File: config.mk
export PLATFORM = sky130hd
export DESIGN_NAME = mux_scan_sequencer_flat
export DESIGN_NICKNAME = d
export VERILOG_FILES = /design/src/rtl/mux_scan_sequencer_if.sv /design/src/rtl/mux_scan_sequencer.sv /design/src/flat_wrapper.sv
export SDC_FILE = /design/constraint.sdc
export NUM_CORES = 1
export LEC_CHECK = 0
export ABC_CLOCK_PERIOD_IN_PS = 4100
export CAP_MARGIN = 25
export CORE_MARGIN = 3
export CORE_UTILIZATION = 47
export CTS_CLUSTER_DIAMETER = 40
export DETAILED_ROUTE_END_ITERATION = 8
export GPL_TIMING_DRIVEN = 0
export PLACE_DENSITY_LB_ADDON = 0.15
export SYNTH_ARGS = -nofsm -noshare
export SYNTH_HDL_FRONTEND = slang
export SYNTH_SLANG_ARGS = --single-unit
File: constraint.sdc
create_clock -name clk -period 4.1 [get_ports clk]
set_input_delay 0.82 -clock clk [delete_from_list [all_inputs] [get_ports clk]]
set_output_delay 0.82 -clock clk [all_outputs]
set_load 0.005 [all_outputs]
File: src/rtl/mux_scan_sequencer_if.sv
// +--------------------------------------------------------------------------+
// | mux_scan_sequencer_if : control, mux select/return and sample stream.    |
// | Revision 1.0                                                             |
// +--------------------------------------------------------------------------+
`default_nettype none

interface mux_scan_sequencer_if #(
  parameter int NUM_CH = 32,
  parameter int SEL_W  = 5,
  parameter int DATA_W = 8
);
  logic              start;
  logic              continuous;
  logic              stop;
  logic [NUM_CH-1:0] chan_mask;
  logic [SEL_W-1:0]  sel;
  logic [DATA_W-1:0] mux_out;
  logic              out_valid;
  logic              out_ready;
  logic [DATA_W-1:0] out_data;
  logic [SEL_W-1:0]  out_chan;
  logic              busy;
  logic              done;
  logic [15:0]       sample_cnt;

  modport master (
    output start, continuous, stop, chan_mask, mux_out, out_ready,
    input  sel, out_valid, out_data, out_chan, busy, done, sample_cnt
  );

  modport slave (
    input  start, continuous, stop, chan_mask, mux_out, out_ready,
    output sel, out_valid, out_data, out_chan, busy, done, sample_cnt
  );
endinterface

`default_nettype wire

File: src/rtl/mux_scan_sequencer.sv
// +--------------------------------------------------------------------------+
// | mux_scan_sequencer : scans enabled mux channels, emits tagged samples.   |
// | Revision 1.0                                                             |
// +--------------------------------------------------------------------------+
`default_nettype none

module mux_scan_sequencer #(
  parameter int NUM_CH  = 32,
  parameter int SEL_W   = 5,
  parameter int DATA_W  = 8,
  parameter int MUX_LAT = 0
) (
  input  wire logic         clk,
  input  wire logic         rst,
  mux_scan_sequencer_if.slave bus
);

  typedef enum logic [1:0] {
    ST_IDLE   = 2'd0,
    ST_SETTLE = 2'd1,
    ST_EMIT   = 2'd2
  } state_t;

  localparam logic [1:0] C_WAIT_INIT = MUX_LAT[1:0];

  state_t              r_state, w_state;
  logic [NUM_CH-1:0]   r_mask, w_mask;
  logic                r_cont, w_cont;
  logic                r_stop_pend, w_stop_pend;
  logic [1:0]          r_wait, w_wait;
  logic [SEL_W-1:0]    r_sel, w_sel;
  logic                r_out_valid, w_out_valid;
  logic [DATA_W-1:0]   r_out_data, w_out_data;
  logic [SEL_W-1:0]    r_out_chan, w_out_chan;
  logic                r_busy, w_busy;
  logic                r_done, w_done;
  logic [15:0]         r_sample_cnt, w_sample_cnt;

  logic                w_low_found, w_up_found;
  logic [SEL_W-1:0]    w_low_idx, w_up_idx;

  // Descending scans so the last hit, i.e. the lowest qualifying index, wins.
  always_comb begin
    w_low_found = 1'b0;
    w_low_idx   = '0;
    w_up_found  = 1'b0;
    w_up_idx    = '0;
    for (int i = NUM_CH - 1; i >= 0; i--) begin
      if (bus.chan_mask[i]) begin
        w_low_found = 1'b1;
        w_low_idx   = i[SEL_W-1:0];
      end
      if (r_mask[i] && (i > int'(r_sel))) begin
        w_up_found = 1'b1;
        w_up_idx   = i[SEL_W-1:0];
      end
    end
  end

  always_comb begin
    w_state      = r_state;
    w_mask       = r_mask;
    w_cont       = r_cont;
    w_stop_pend  = r_stop_pend;
    w_wait       = r_wait;
    w_sel        = r_sel;
    w_out_valid  = r_out_valid;
    w_out_data   = r_out_data;
    w_out_chan   = r_out_chan;
    w_done       = 1'b0;
    w_sample_cnt = r_sample_cnt;
    case (r_state)
      ST_IDLE: begin
        if (bus.start) begin
          if (w_low_found) begin
            w_mask       = bus.chan_mask;
            w_cont       = bus.continuous;
            w_stop_pend  = 1'b0;
            w_sample_cnt = '0;
            w_sel        = w_low_idx;
            w_wait       = C_WAIT_INIT;
            w_state      = ST_SETTLE;
          end else begin
            w_done = 1'b1;
          end
        end
      end
      ST_SETTLE: begin
        if (bus.stop) w_stop_pend = 1'b1;
        if (r_wait == 2'd0) begin
          w_out_data  = bus.mux_out;
          w_out_chan  = r_sel;
          w_out_valid = 1'b1;
          w_state     = ST_EMIT;
        end else begin
          w_wait = r_wait - 2'd1;
        end
      end
      ST_EMIT: begin
        if (bus.stop) w_stop_pend = 1'b1;
        if (r_out_valid && bus.out_ready) begin
          w_out_valid  = 1'b0;
          w_sample_cnt = (r_sample_cnt == 16'hFFFF) ? r_sample_cnt : r_sample_cnt + 16'd1;
          if (r_stop_pend || bus.stop) begin
            w_state = ST_IDLE;
            w_done  = 1'b1;
          end else if (w_up_found) begin
            w_sel   = w_up_idx;
            w_wait  = C_WAIT_INIT;
            w_state = ST_SETTLE;
          end else if (r_cont && w_low_found) begin
            w_mask  = bus.chan_mask;
            w_sel   = w_low_idx;
            w_wait  = C_WAIT_INIT;
            w_state = ST_SETTLE;
          end else begin
            w_state = ST_IDLE;
            w_done  = 1'b1;
          end
        end
      end
      default: w_state = ST_IDLE;
    endcase
    w_busy = (w_state != ST_IDLE);
  end

  always_ff @(posedge clk or posedge rst) begin
    if (rst) begin
      r_state      <= ST_IDLE;
      r_mask       <= '0;
      r_cont       <= 1'b0;
      r_stop_pend  <= 1'b0;
      r_wait       <= '0;
      r_sel        <= '0;
      r_out_valid  <= 1'b0;
      r_out_data   <= '0;
      r_out_chan   <= '0;
      r_busy       <= 1'b0;
      r_done       <= 1'b0;
      r_sample_cnt <= '0;
    end else begin
      r_state      <= w_state;
      r_mask       <= w_mask;
      r_cont       <= w_cont;
      r_stop_pend  <= w_stop_pend;
      r_wait       <= w_wait;
      r_sel        <= w_sel;
      r_out_valid  <= w_out_valid;
      r_out_data   <= w_out_data;
      r_out_chan   <= w_out_chan;
      r_busy       <= w_busy;
      r_done       <= w_done;
      r_sample_cnt <= w_sample_cnt;
    end
  end

  assign bus.sel        = r_sel;
  assign bus.out_valid  = r_out_valid;
  assign bus.out_data   = r_out_data;
  assign bus.out_chan   = r_out_chan;
  assign bus.busy       = r_busy;
  assign bus.done       = r_done;
  assign bus.sample_cnt = r_sample_cnt;

endmodule

`default_nettype wire
File: src/flat_wrapper.sv
// flat-port wrapper written by rule: the top's interface ports become plain ports
module mux_scan_sequencer_flat 
#(
  parameter int NUM_CH  = 32,
  parameter int SEL_W   = 5,
  parameter int DATA_W  = 8,
  parameter int MUX_LAT = 0
)
  (clk, rst, bus_start, bus_continuous, bus_stop, bus_chan_mask, bus_mux_out, bus_out_ready, bus_sel, bus_out_valid, bus_out_data, bus_out_chan, bus_busy, bus_done, bus_sample_cnt);
  mux_scan_sequencer_if #(.NUM_CH(NUM_CH), .SEL_W(SEL_W), .DATA_W(DATA_W)) bus_i ();
  input  wire logic clk;
  input  wire logic rst;
  input wire logic [$bits(bus_i.start)-1:0] bus_start;
  input wire logic [$bits(bus_i.continuous)-1:0] bus_continuous;
  input wire logic [$bits(bus_i.stop)-1:0] bus_stop;
  input wire logic [$bits(bus_i.chan_mask)-1:0] bus_chan_mask;
  input wire logic [$bits(bus_i.mux_out)-1:0] bus_mux_out;
  input wire logic [$bits(bus_i.out_ready)-1:0] bus_out_ready;
  output wire logic [$bits(bus_i.sel)-1:0] bus_sel;
  output wire logic [$bits(bus_i.out_valid)-1:0] bus_out_valid;
  output wire logic [$bits(bus_i.out_data)-1:0] bus_out_data;
  output wire logic [$bits(bus_i.out_chan)-1:0] bus_out_chan;
  output wire logic [$bits(bus_i.busy)-1:0] bus_busy;
  output wire logic [$bits(bus_i.done)-1:0] bus_done;
  output wire logic [$bits(bus_i.sample_cnt)-1:0] bus_sample_cnt;
  assign bus_i.start = bus_start;
  assign bus_i.continuous = bus_continuous;
  assign bus_i.stop = bus_stop;
  assign bus_i.chan_mask = bus_chan_mask;
  assign bus_i.mux_out = bus_mux_out;
  assign bus_i.out_ready = bus_out_ready;
  assign bus_sel = bus_i.sel;
  assign bus_out_valid = bus_i.out_valid;
  assign bus_out_data = bus_i.out_data;
  assign bus_out_chan = bus_i.out_chan;
  assign bus_busy = bus_i.busy;
  assign bus_done = bus_i.done;
  assign bus_sample_cnt = bus_i.sample_cnt;
  mux_scan_sequencer #(.NUM_CH(NUM_CH), .SEL_W(SEL_W), .DATA_W(DATA_W), .MUX_LAT(MUX_LAT)) u_core (.clk(clk), .rst(rst), .bus(bus_i));
endmodule
==> qor.csv, run 1 <==
stage;metric;value;unit
run_status;status;completed;
floorplan;die_w;106;um
sta;fin_tns_setup;0;ps
routing;drc;0;
global_route;busiest_layer;met1;
sta;final.setup_skew;10.5;ps
sta;relSlewSlack;42.1;%
global_route;grt_pass1_wl;21600;um
global_route;grt_pass1_vias;4096;
floorplan;placement_rows;35;
min_path;hold_path.class;flop to flop;
finish;antenna_cells;0;
clocking;clock-sinks;74;
synthesis;synth_edf_count;0;
clocking;clockBufferDepth;2;
global_route;grt_max_degree;47;
clocking;ctsHoldBuffers;0;
clocking;htree_levels;3;
synthesis;ys_seq_elements;74;
sta;slew_viol_final;0;
floorplan;io_pins;83;
pwr;powerDensity;732;nW/um2
floorplan;core;9500;um2
placed_design;place_ws;266;ps
finish;fillers;853;
synthesis;synth_area_per_cell;9.43;um2
clocking;clk-insertion-delay-late;350;ps
global_route;grt_use_met2;35.1;%
clocking;postCtsSetupBuffers;0;
finish;drive_above_1_share;14.1;%
global_route;antenna_found_initial;0;
pwr;leakage;2.54;nW
synthesis;async_flop_share;100;%
job;cap_violations;0;
worst_setup_path;path_class;input port to flop;
floorplan;start_util;49.8;%
routing;via_per_inst;5.97;
placed_design;gp_congestion;1.02;
pwr;ir_worst_vdd;254;uV
sta;tightest_slew;858;ps
global_route;grt_use_met1;35.9;%
finish;nets;648;
sta;max_freq;278;MHz
synthesis;synth_top_area_share;39.1;%
synthesis;syn_nets;554;
synthesis;ys.flop_type;dfrtp_1;
routing;final_antenna_net_count;0;
clocking;cts_made_buffers;9;
sta;setup_viol;0;
sta;fin_crit_sh;87.6;%
synthesis;yosysWarnings;0;
synthesis;synth_area;4730;um2
routing;drt-initial-drc-count;361;
placed_design;post_dp_cell_area;5750;um2
placed_design;port_buffers;82;
sta;hold_viol;0;
floorplan;die_y;106;um
floorplan;die_area;11300;um2
pwr;power;4.37;mW
clocking;path_clk_slew;80;ps
global_route;use_met3;5.95;%
worst_setup_path;crit_required;4340;ps
sta;post-route-min-period;3590;ps
worst_setup_path;path_max_fanout;6;
synthesis;synth_area_leader_cell;dfrtp_1;
routing;first_pass_iters;5;
sta;rsz0062_at_grt;false;
routing;routedWlPerCell;18.5;um
global_route;gr-usage-all-layers;24.3;%
finish;final_area;5970;um2
synthesis;synth.distinct_cells;64;
routing;totalWireLength;13500;um
worst_setup_path;start_kind;input port;
finish;area_growth_syn_to_layout;26.2;%
placed_design;post-dp-hpwl;10200;um
synthesis;synth.top_cells.by_area;dfrtp_1 39%, mux2_4 9.8%, o21ai_0 4.3%, nand2_1 3.3%, nand3_1 2.9%;
clocking;cts_tree;yes;
synthesis;seq_area_frac_synth;39.1;%
clocking;clock-root-buffer;clkbuf_8;
clocking;cts_resized;0;
global_route;grt_overflow;0;
routing;dr_total_vias;4355;
worst_setup_path;cp.arrival;3830;ps
sta;timing.final.ws_setup;508;ps
synthesis;synthCells;502;
worst_setup_path;cp-end-kind;flop;
sta;whs;481;ps
==> final cells by class <==
type,instances,area (um2),share of cell area [%]
plain buffers,23,140,2.35
clock buffers,11,141,2.37
clock inverters,5,85.1,1.42
inverters,22,85.1,1.42
multi-input cells,383,2660,44.5
flip-flops and latches,74,1850,31.0
well taps,129,161,2.70
repair buffers,83,848,14.2
==> metal layers <==
layer	vias up	part of all wire (%)
met2	190	43
li1	2074	-
met1	2070	48
met3	21	7.9
met5	-	0
met4	0	1.7
==> cells in the mapped netlist (6+ instances only) <==
cell,instances
nand2_1,42
dfrtp_1,74
nand3_1,27
nand4_1,8
o211ai_1,6
o311ai_0,6
a22oi_1,6
mux2_4,31
o21ai_0,41
a31oi_1,8
clkbuf_1,7
ha_1,6
buf_2,7
o31ai_1,6
inv_1,21
nor2_1,35
nor2b_1,8
buf_4,6
nor3_1,8
nor4_1,11
a21oi_1,25
mux2_2,11
and3_1,7
nand2b_1,9
==> cell families (layout without fill, tap and decap cells) <==
group / after synthesis / after routing / synth area share (%)
buffers and inverters: 45 / 144 / 4.71
AOI/OAI and AO/OA: 150 / 150 / 20.9
muxes: 47 / 47 / 13.5
xor gates and xnor gates: 8 / 8 / 1.48
and+or+nand+nor: 172 / 172 / 18.7
adders and majority gates: 6 / 6 / 1.59
DFF: 74 / 74 / 39.1
==> metrics by stage <==
stage               std cells  utilization [%]
floorplan                 502                -
global placement          713             60.1
detailed placement        714             60.5
CTS                       730             62.8
global route              730             62.8
finish                    730             62.8
==> power by group <==
group          internal (mW)  total [mW]  leakage (nW)  switching, mW
Clock                  0.364       0.651         0.111          0.287
Sequential              1.03        1.27         0.916          0.243
Combinational           1.20        2.45          1.51           1.25
Total                   2.59        4.37          2.54           1.78
==> registers in the layout, summed over array words and instances, names as in the netlist <==
name and flops:
u_core.r_stop_pend 1, u_core.bus.out_data 8, u_core.bus.out_valid 1, u_core.r_state 2, u_core.r_cont 1, u_core.r_mask 31
u_core.r_wait 2, u_core.bus.done 1, u_core.bus.out_chan 5, u_core.bus.busy 1, u_core.bus.sel 5, u_core.bus.sample_cnt 16
==> worst max-delay path, stage by stage <==
cell and delay, ps:
clkdlybuf4s50_1 500, nor4_1 710, and4_1 400, a21boi_0 260, o211ai_1 280, a41oi_1 120
or2_1 270, buf_2 160, mux2_4 320
==> cell usage in the layout, fill, tap and decap left out, drive strengths merged, types with 4 or more instances in the layout <==
cell           Yosys  layout
a22oi              6       6
clkbuf             7      18
nand2             43      43
a21boi             5       5
nand4              8       8
o211ai             6       6
mux2i              5       5
o31ai              6       6
mux2              42      42
ha                 6       6
buf               16      17
nand3             27      27
o311ai             7       7
clkdlybuf4s50      0      82
nor3               8       8
nor2b              8       8
a41oi              5       5
and3               7       7
o21bai             4       4
xor2               4       4
inv               22      24
a21oi             25      25
dfrtp             74      74
o21a               4       4
o22ai              4       4
nand2b             9       9
nor4              12      12
a21o               4       4
xnor2              4       4
a31oi              8       8
o21ai             43      43
nor2              36      36
==> path summary, 6_finish.rpt <==
kind	end	slack, ps	from	cells after the start
max in group asynchronous	u_core.r_mask[28]	2730	rst	3
min in group asynchronous	u_core.bus.out_data[4]	810	rst	2
worst min register to register	u_core.bus.out_chan[1]	480	u_core.bus.out_chan[1]	2
worst max-delay path	u_core.bus.sel[3]	510	bus_chan_mask[1]	9
worst min-delay path	u_core.bus.out_chan[1]	480	u_core.bus.out_chan[1]	2
worst max register to register	u_core.r_mask[8]	830	u_core.bus.sel[3]	9
No activity file was read; power rests on OpenSTA's default activity.
==> inputs of run 2 (changes only) <==
ABC_AREA = 1   (was default)
PLACE_DENSITY = 0.74   (was default)
PLACE_DENSITY_LB_ADDON = default   (was 0.15)
==> run 2 against run 1 <==
  * Power fell by 18%
  * Maximum frequency is 1.7% lower
  * Clock-buffer cell count down 1
  * Sequential power is 6% lower
  * Critical path depth is 6 higher
  * Critical endpoint is now u_core.r_mask[5]
  * Highest routed layer unchanged
==> qor.csv, run 2 <==
stage;metric;value;unit;change
routing;totalWireLength;11500;um;was 13,500 um
global_route;antenna_found_initial;0;;unchanged
finish;final_cells;825;;was 730
worst_setup_path;cpLargestDelayFamily;simple AND/OR/NAND/NOR gates;;unchanged
synthesis;seq_area_frac_synth;43.4;%;was 39.1%
sta;fin_crit_sh;89.1;%;was 87.6%
clocking;clock-root-buffer;clkbuf_8;;unchanged
sta;post-route-min-period;3660;ps;was 3590 ps
sta;hold_viol;0;;unchanged
routing;routedWlPerCell;13.9;um;was 18.5 um
placed_design;placed_cells;809;;was 714
floorplan;die_y;101;um;was 106 um
sta;final.setup_skew;10.7;ps;was 10.5 ps
finish;antenna_cells;0;;unchanged
clocking;path_clk_slew;80;ps;about the same
synthesis;yosysWarnings;0;;unchanged
floorplan;io_pins;83;;unchanged
finish;final_area;5480;um2;was 5970 um2
synthesis;synth_area;4270;um2;was 4730 um2
worst_setup_path;cp.arrival;3910;ps;was 3830 ps
synthesis;synth_edf_count;0;;unchanged
routing;via_per_inst;5.27;;was 5.97
worst_setup_path;slowest_delay;470;ps;was 710 ps
worst_setup_path;cp-end-kind;flop;;unchanged
synthesis;synth_most_common_cell;nand2_1;;was dfrtp_1
clocking;cts_tree;yes;;unchanged
routing;drc;0;;unchanged
global_route;grt_pass1_vias;4127;;was 4,096
sta;rsz0062_at_grt;false;;unchanged
floorplan;start_util;48.7;%;was 49.8%
min_path;min_from;u_core.bus.out_data[0];;was u_core.bus.out_chan[1]
placed_design;post-dp-hpwl;8830;um;was 10,200 um
finish;largest_reg_flops;31;;unchanged
pwr;pwr-share-seq;33.4;%;was 29.0%
sta;relSlewSlack;55.1;%;was 42.1%
clocking;clk-insertion-delay-late;350;ps;about the same
global_route;grt_pass1_wl;18900;um;was 21,600 um
finish;drive_above_1_share;4.46;%;was 14.1%
finish;final_core_util;62.5;%;was 62.8%
finish;layout_common_cells;201 x nand2_1, 88 x inv_1, 82 x clkdlybuf4s50_1;;was 82 x clkdlybuf4s50_1, 74 x dfrtp_1, 42 x nand2_1
pwr;ir_worst_vdd;397;uV;was 254 uV
global_route;gr-usage-all-layers;23.2;%;was 24.3%
synthesis;synth_commonest_cells;201 x nand2_1, 89 x inv_1, 74 x dfrtp_1, 62 x nor2_1, 49 x o21ai_0;;was 74 x dfrtp_1, 42 x nand2_1, 41 x o21ai_0, 35 x nor2_1, 31 x mux2_4
synthesis;synthCells;618;;was 502
pwr;pwr-share-clk;17.6;%;was 14.9%
finish;fillers;820;;was 853
finish;final_common_cell;nand2_1;;was clkdlybuf4s50_1
worst_setup_path;crit_chain;clkdlybuf4s50_1 -> nor4_1 -> nand2_1 -> nor3_1 -> inv_1 -> nor2_1 -> inv_1 -> nor2_1 -> inv_1 -> nand2_1 -> a21oi_1 -> nand2_1 -> clkbuf_1 -> nand2_1 -> o21ai_0;;was clkdlybuf4s50_1 -> nor4_1 -> and4_1 -> a21boi_0 -> o211ai_1 -> a41oi_1 -> or2_1 -> buf_2 -> mux2_4
placed_design;post_dp_cell_area;5260;um2;was 5750 um2
synthesis;synth_area_per_cell;6.91;um2;was 9.43 um2
clocking;htree_levels;3;;unchanged
routing;dr_total_vias;4351;;was 4,355
pwr;leakage;2.65;nW;was 2.54 nW
synthesis;synth.top_cells.by_area;dfrtp_1 43%, nand2_1 18%, inv_1 7.8%, o21ai_0 5.7%, nor2_1 5.4%;;was dfrtp_1 39%, mux2_4 9.8%, o21ai_0 4.3%, nand2_1 3.3%, nand3_1 2.9%
placed_design;gp_congestion;0.955;;was 1.02
job;cap_violations;0;;unchanged
worst_setup_path;regToRegStartpoint;u_core.bus.sel[2];;was u_core.bus.sel[3]
clocking;ctsHoldBuffers;0;;unchanged
clocking;clock-sinks;74;;unchanged
synthesis;syn_nets;670;;was 554
min_path;hold_path.class;flop to flop;;unchanged
finish;largest_register;u_core.r_mask;;unchanged
worst_setup_path;cp_slowest_cell;clkbuf_1;;was nor4_1
synthesis;ys_seq_elements;74;;unchanged
placed_design;port_buffers;82;;unchanged
routing;drt-initial-drc-count;194;;was 361
sta;max_freq;274;MHz;was 278 MHz
worst_setup_path;worst-path-buf-inv;5;;was 2
sta;setup_viol;0;;unchanged
worst_setup_path;crit_top_cell;nand2_1;;
floorplan;die_area;10300;um2;was 11,300 um2
worst_setup_path;start_kind;input port;;unchanged
worst_setup_path;path_max_fanout;10;;was 6
worst_setup_path;startpoint;bus_chan_mask[28];;was bus_chan_mask[1]
pwr;sw_frac_of_total;44.2;%;was 40.7%
synthesis;synth_top_area_share;43.4;%;was 39.1%
clocking;cts_resized;0;;unchanged
finish;nets;764;;was 648
pwr;p_comb_share;49.0;%;was 56.1%
worst_setup_path;crit_required;4350;ps;was 4340 ps
synthesis;async_flop_share;100;%;unchanged
sta;tightest_slew;672;ps;was 858 ps
run_status;status;completed;;unchanged
global_route;grt_max_degree;75;;was 47
synthesis;synth_area_leader_cell;dfrtp_1;;unchanged
sta;fin_tns_setup;0;ps;unchanged
clocking;clockBufferDepth;2;;unchanged
clocking;postCtsSetupBuffers;0;;unchanged
sta;slew_viol_final;0;;unchanged
worst_setup_path;path_class;input port to flop;;unchanged
clocking;cts_made_buffers;9;;unchanged
synthesis;synth.distinct_cells;33;;was 64
finish;area_growth_syn_to_layout;28.2;%;was 26.2%
global_route;grt_overflow;0;;unchanged
synthesis;ys.flop_type;dfrtp_1;;unchanged
floorplan;core;8760;um2;was 9500 um2
floorplan;placement_rows;34;;was 35
routing;final_antenna_net_count;0;;unchanged
pwr;p_int;2.01;mW;was 2.59 mW
pwr;powerDensity;658;nW/um2;was 732 nW/um2
floorplan;die_w;101;um;was 106 um
pwr;switchingPower;1.59;mW;was 1.78 mW
routing;first_pass_iters;6;;was 5
[run 2: tightest hold or removal path: cells and delay by family (launching register included)]
family / cells / cell delay, ps
AND/OR/NAND/NOR: 2 / 110
flip-flops: 1 / 340
[run 2: cell families (layout without fill, tap and decap cells)]
family                     after synthesis  count (layout)  synth area share (%)
buffers and inverters                  106             205                  9.52
muxes                                    1               1                 0.264
DFF                                     74              74                  43.4
and+or+nand+nor                        325             325                  30.8
AOI/OAI and AO/OA                      106             106                  14.3
adders and majority gates                6               6                  1.76
[run 2: layer usage]
layer | global-route usage (%) | vias up | routed length [um] | share of wire (%)
li1 | - | 2164 | - | -
met5 | 0 | - | 0 | 0
met3 | 4.13 | 25 | 617 | 5.4
met4 | 8.08 | 0 | 274 | 2.4
met2 | 40.5 | 142 | 5610 | 49
met1 | 29.0 | 2020 | 4980 | 43
[run 2: worst paths after layout]
kind	slack, ps	cells past startpoint	end
max	440	15	u_core.r_mask[5]
min	480	2	u_core.bus.out_data[0]
max reg2reg	970	14	u_core.r_mask[5]
min reg2reg	480	2	u_core.bus.out_data[0]
max in group asynchronous	2910	3	u_core.bus.sample_cnt[13]
min in group asynchronous	910	3	u_core.bus.out_data[6]
[run 2: power by group through the flow]
stage	sequential, mW	clock (mW)	combinational [mW]
2_1_floorplan	1.16	0	1.17
3_3_place_gp	1.21	0	1.71
3_5_place_dp	1.21	0	1.75
4_1_cts	1.20	0.642	1.76
5_1_grt	1.23	0.674	2.02
6_report	1.20	0.635	1.77
[run 2: through the flow]
stage | power (mW) | hold slack, ps | setup slack (ps)
floorplan | 2.33 | 447 | 1400
global placement | 2.91 | 462 | 205
detailed placement | 2.96 | 464 | 160
CTS | 3.60 | 487 | 520
global route | 3.93 | 509 | 179
finish | 3.60 | 480 | 445
[run 2: final cells by class]
type	count	area, um2	share of cell area [%]
clock buffers	10	128	2.33
plain buffers	10	45.0	0.823
repair buffers	83	848	15.5
well taps	108	135	2.47
clock inverters	6	90.1	1.65
flip-flops and latches	74	1850	33.8
multi-input cells	438	2010	36.8
inverters	96	364	6.65
==> inputs of run 3 (changes only) <==
SLEW_MARGIN = 20   (was default)
==> run 3 against run 2 <==
  * Sequential power about the same
  * Maximum frequency up 1.5%
  * Die area unchanged
  * Cell area down 0.59%
  * Clock-buffer cell count unchanged
  * Non-clock buffer count unchanged
  * Power down 1.7%
  * First-iteration DRC count up 5.7%
  * Core utilization down 0.37 points
  * Critical endpoint unchanged
==> qor.csv, run 3 (synthesis results as in run 2) <==
stage;metric;value;unit;change
run_status;status;completed;;unchanged
clocking;clock-root-buffer;clkbuf_8;;unchanged
clocking;cts_tree;yes;;unchanged
global_route;grt_overflow;0;;unchanged
sta;setup_viol;0;;unchanged
clocking;cts_resized;0;;unchanged
clocking;path_clk_slew;80;ps;about the same
sta;fin_tns_setup;0;ps;unchanged
sta;tightest_slew;666;ps;was 672 ps
clocking;ctsHoldBuffers;0;;unchanged
routing;routedWlPerCell;14.0;um;was 13.9 um
finish;final_common_cell;nand2_1;;unchanged
routing;totalWireLength;11500;um;about the same
floorplan;die_y;101;um;unchanged
worst_setup_path;start_kind;input port;;unchanged
pwr;powerDensity;650;nW/um2;was 658 nW/um2
floorplan;start_util;48.7;%;unchanged
floorplan;placement_rows;34;;unchanged
pwr;ir_worst_vdd;323;uV;was 397 uV
floorplan;die_area;10300;um2;unchanged
clocking;clock-sinks;74;;unchanged
clocking;cts_made_buffers;9;;unchanged
global_route;grt_pass1_wl;18900;um;about the same
finish;layout_common_cells;201 x nand2_1, 88 x inv_1, 82 x clkdlybuf4s50_1;;unchanged
routing;via_per_inst;5.29;;was 5.27
sta;post-route-min-period;3600;ps;was 3660 ps
finish;area_growth_syn_to_layout;27.4;%;was 28.2%
finish;largest_reg_flops;31;;unchanged
global_route;gr-usage-all-layers;23.1;%;was 23.2%
global_route;grt_pass1_vias;4165;;was 4,127
finish;fillers;817;;was 820
finish;antenna_cells;0;;unchanged
sta;final.setup_skew;8.96;ps;was 10.7 ps
placed_design;post_dp_cell_area;5250;um2;was 5260 um2
clocking;clk-insertion-delay-late;340;ps;was 350 ps
placed_design;port_buffers;82;;unchanged
routing;drt-initial-drc-count;205;;was 194
sta;slew_viol_final;0;;unchanged
routing;final_antenna_net_count;0;;unchanged
job;cap_violations;0;;unchanged
min_path;hold_path.class;flop to flop;;unchanged
placed_design;gp_congestion;0.955;;unchanged
finish;largest_register;u_core.r_mask;;unchanged
sta;fin_crit_sh;87.8;%;was 89.1%
clocking;clockBufferDepth;2;;unchanged
clocking;postCtsSetupBuffers;0;;unchanged
routing;drc;0;;unchanged
pwr;power;3.54;mW;was 3.60 mW
floorplan;die_w;101;um;unchanged
worst_setup_path;path_class;input port to flop;;unchanged
sta;hold_viol;0;;unchanged
routing;first_pass_iters;5;;was 6
worst_setup_path;crit_required;4340;ps;was 4350 ps
floorplan;io_pins;83;;unchanged
pwr;leakage;2.63;nW;was 2.65 nW
global_route;antenna_found_initial;0;;unchanged
placed_design;post-dp-hpwl;8980;um;was 8830 um
worst_setup_path;cp.arrival;3840;ps;was 3910 ps
worst_setup_path;cp-end-kind;flop;;unchanged
finish;nets;764;;unchanged
sta;max_freq;278;MHz;was 274 MHz
floorplan;core;8760;um2;unchanged
sta;relSlewSlack;55.4;%;was 55.1%
finish;final_area;5440;um2;was 5480 um2
sta;rsz0062_at_grt;false;;unchanged
routing;dr_total_vias;4356;;was 4,351
clocking;htree_levels;3;;unchanged
global_route;grt_max_degree;39;;was 75
worst_setup_path;path_max_fanout;10;;unchanged
finish;drive_above_1_share;4.47;%;was 4.46%
-- run 3: metal layers --
metal  vias up  GRT usage, %  part of all wire (%)
li1       2170             -                     -
met1      2033          28.8                    43
met2       130          40.0                    48
met3        23          4.68                   5.5
met4         0          7.26                   2.6
met5         -             0                     0
-- run 3: critical path, cell delays in order --
cell and delay (ps):
clkdlybuf4s50_1 440, nor4_1 400, nand2_1 130, nor3_1 430, inv_1 80, nor2_1 160, inv_1 80, nor2_1 80
inv_1 70, nand2_1 120, a21oi_1 60, nand2_1 270, clkbuf_1 450, nand2_1 110, o21ai_0 130
-- run 3: path summary, 6_finish.rpt --
kind,start,end,slack (ps),cells after the start
worst min register to register,u_core.bus.out_data[0],u_core.bus.out_data[0],480,2
worst min-delay path,u_core.bus.out_data[0],u_core.bus.out_data[0],480,2
min in group asynchronous,rst,u_core.bus.out_data[5],850,2
max in group asynchronous,rst,u_core.r_mask[12],2690,3
worst max register to register,u_core.bus.sel[2],u_core.r_mask[5],950,14
worst max-delay path,bus_chan_mask[28],u_core.r_mask[5],500,15
-- run 3: final cells by class --
cell class | count | area [um2] | share of cell area (%)
plain buffers | 10 | 45.0 | 0.828
clock buffers | 10 | 138 | 2.53
clock inverters | 5 | 55.1 | 1.01
inverters | 96 | 364 | 6.69
multi-input cells | 438 | 2010 | 37.0
flip-flops and latches | 74 | 1850 | 34.0
well taps | 108 | 135 | 2.48
repair buffers | 83 | 841 | 15.4
-- run 3: report_power, final --
group / switching [mW] / leakage (nW) / internal (mW)
logic: 1.10 / 1.59 / 0.664
registers: 0.198 / 0.946 / 1.00
clock network: 0.283 / 0.0941 / 0.293
-- run 3: per-stage QoR --
step	util [%]	cells	hold WS, ps	worst slack (ps)
2_1_floorplan	-	618	447	1400
3_3_place_gp	59.7	808	462	205
3_5_place_dp	59.9	809	471	194
4_1_cts	62.1	824	490	557
5_1_grt	62.1	824	513	178
6_report	62.1	824	479	499
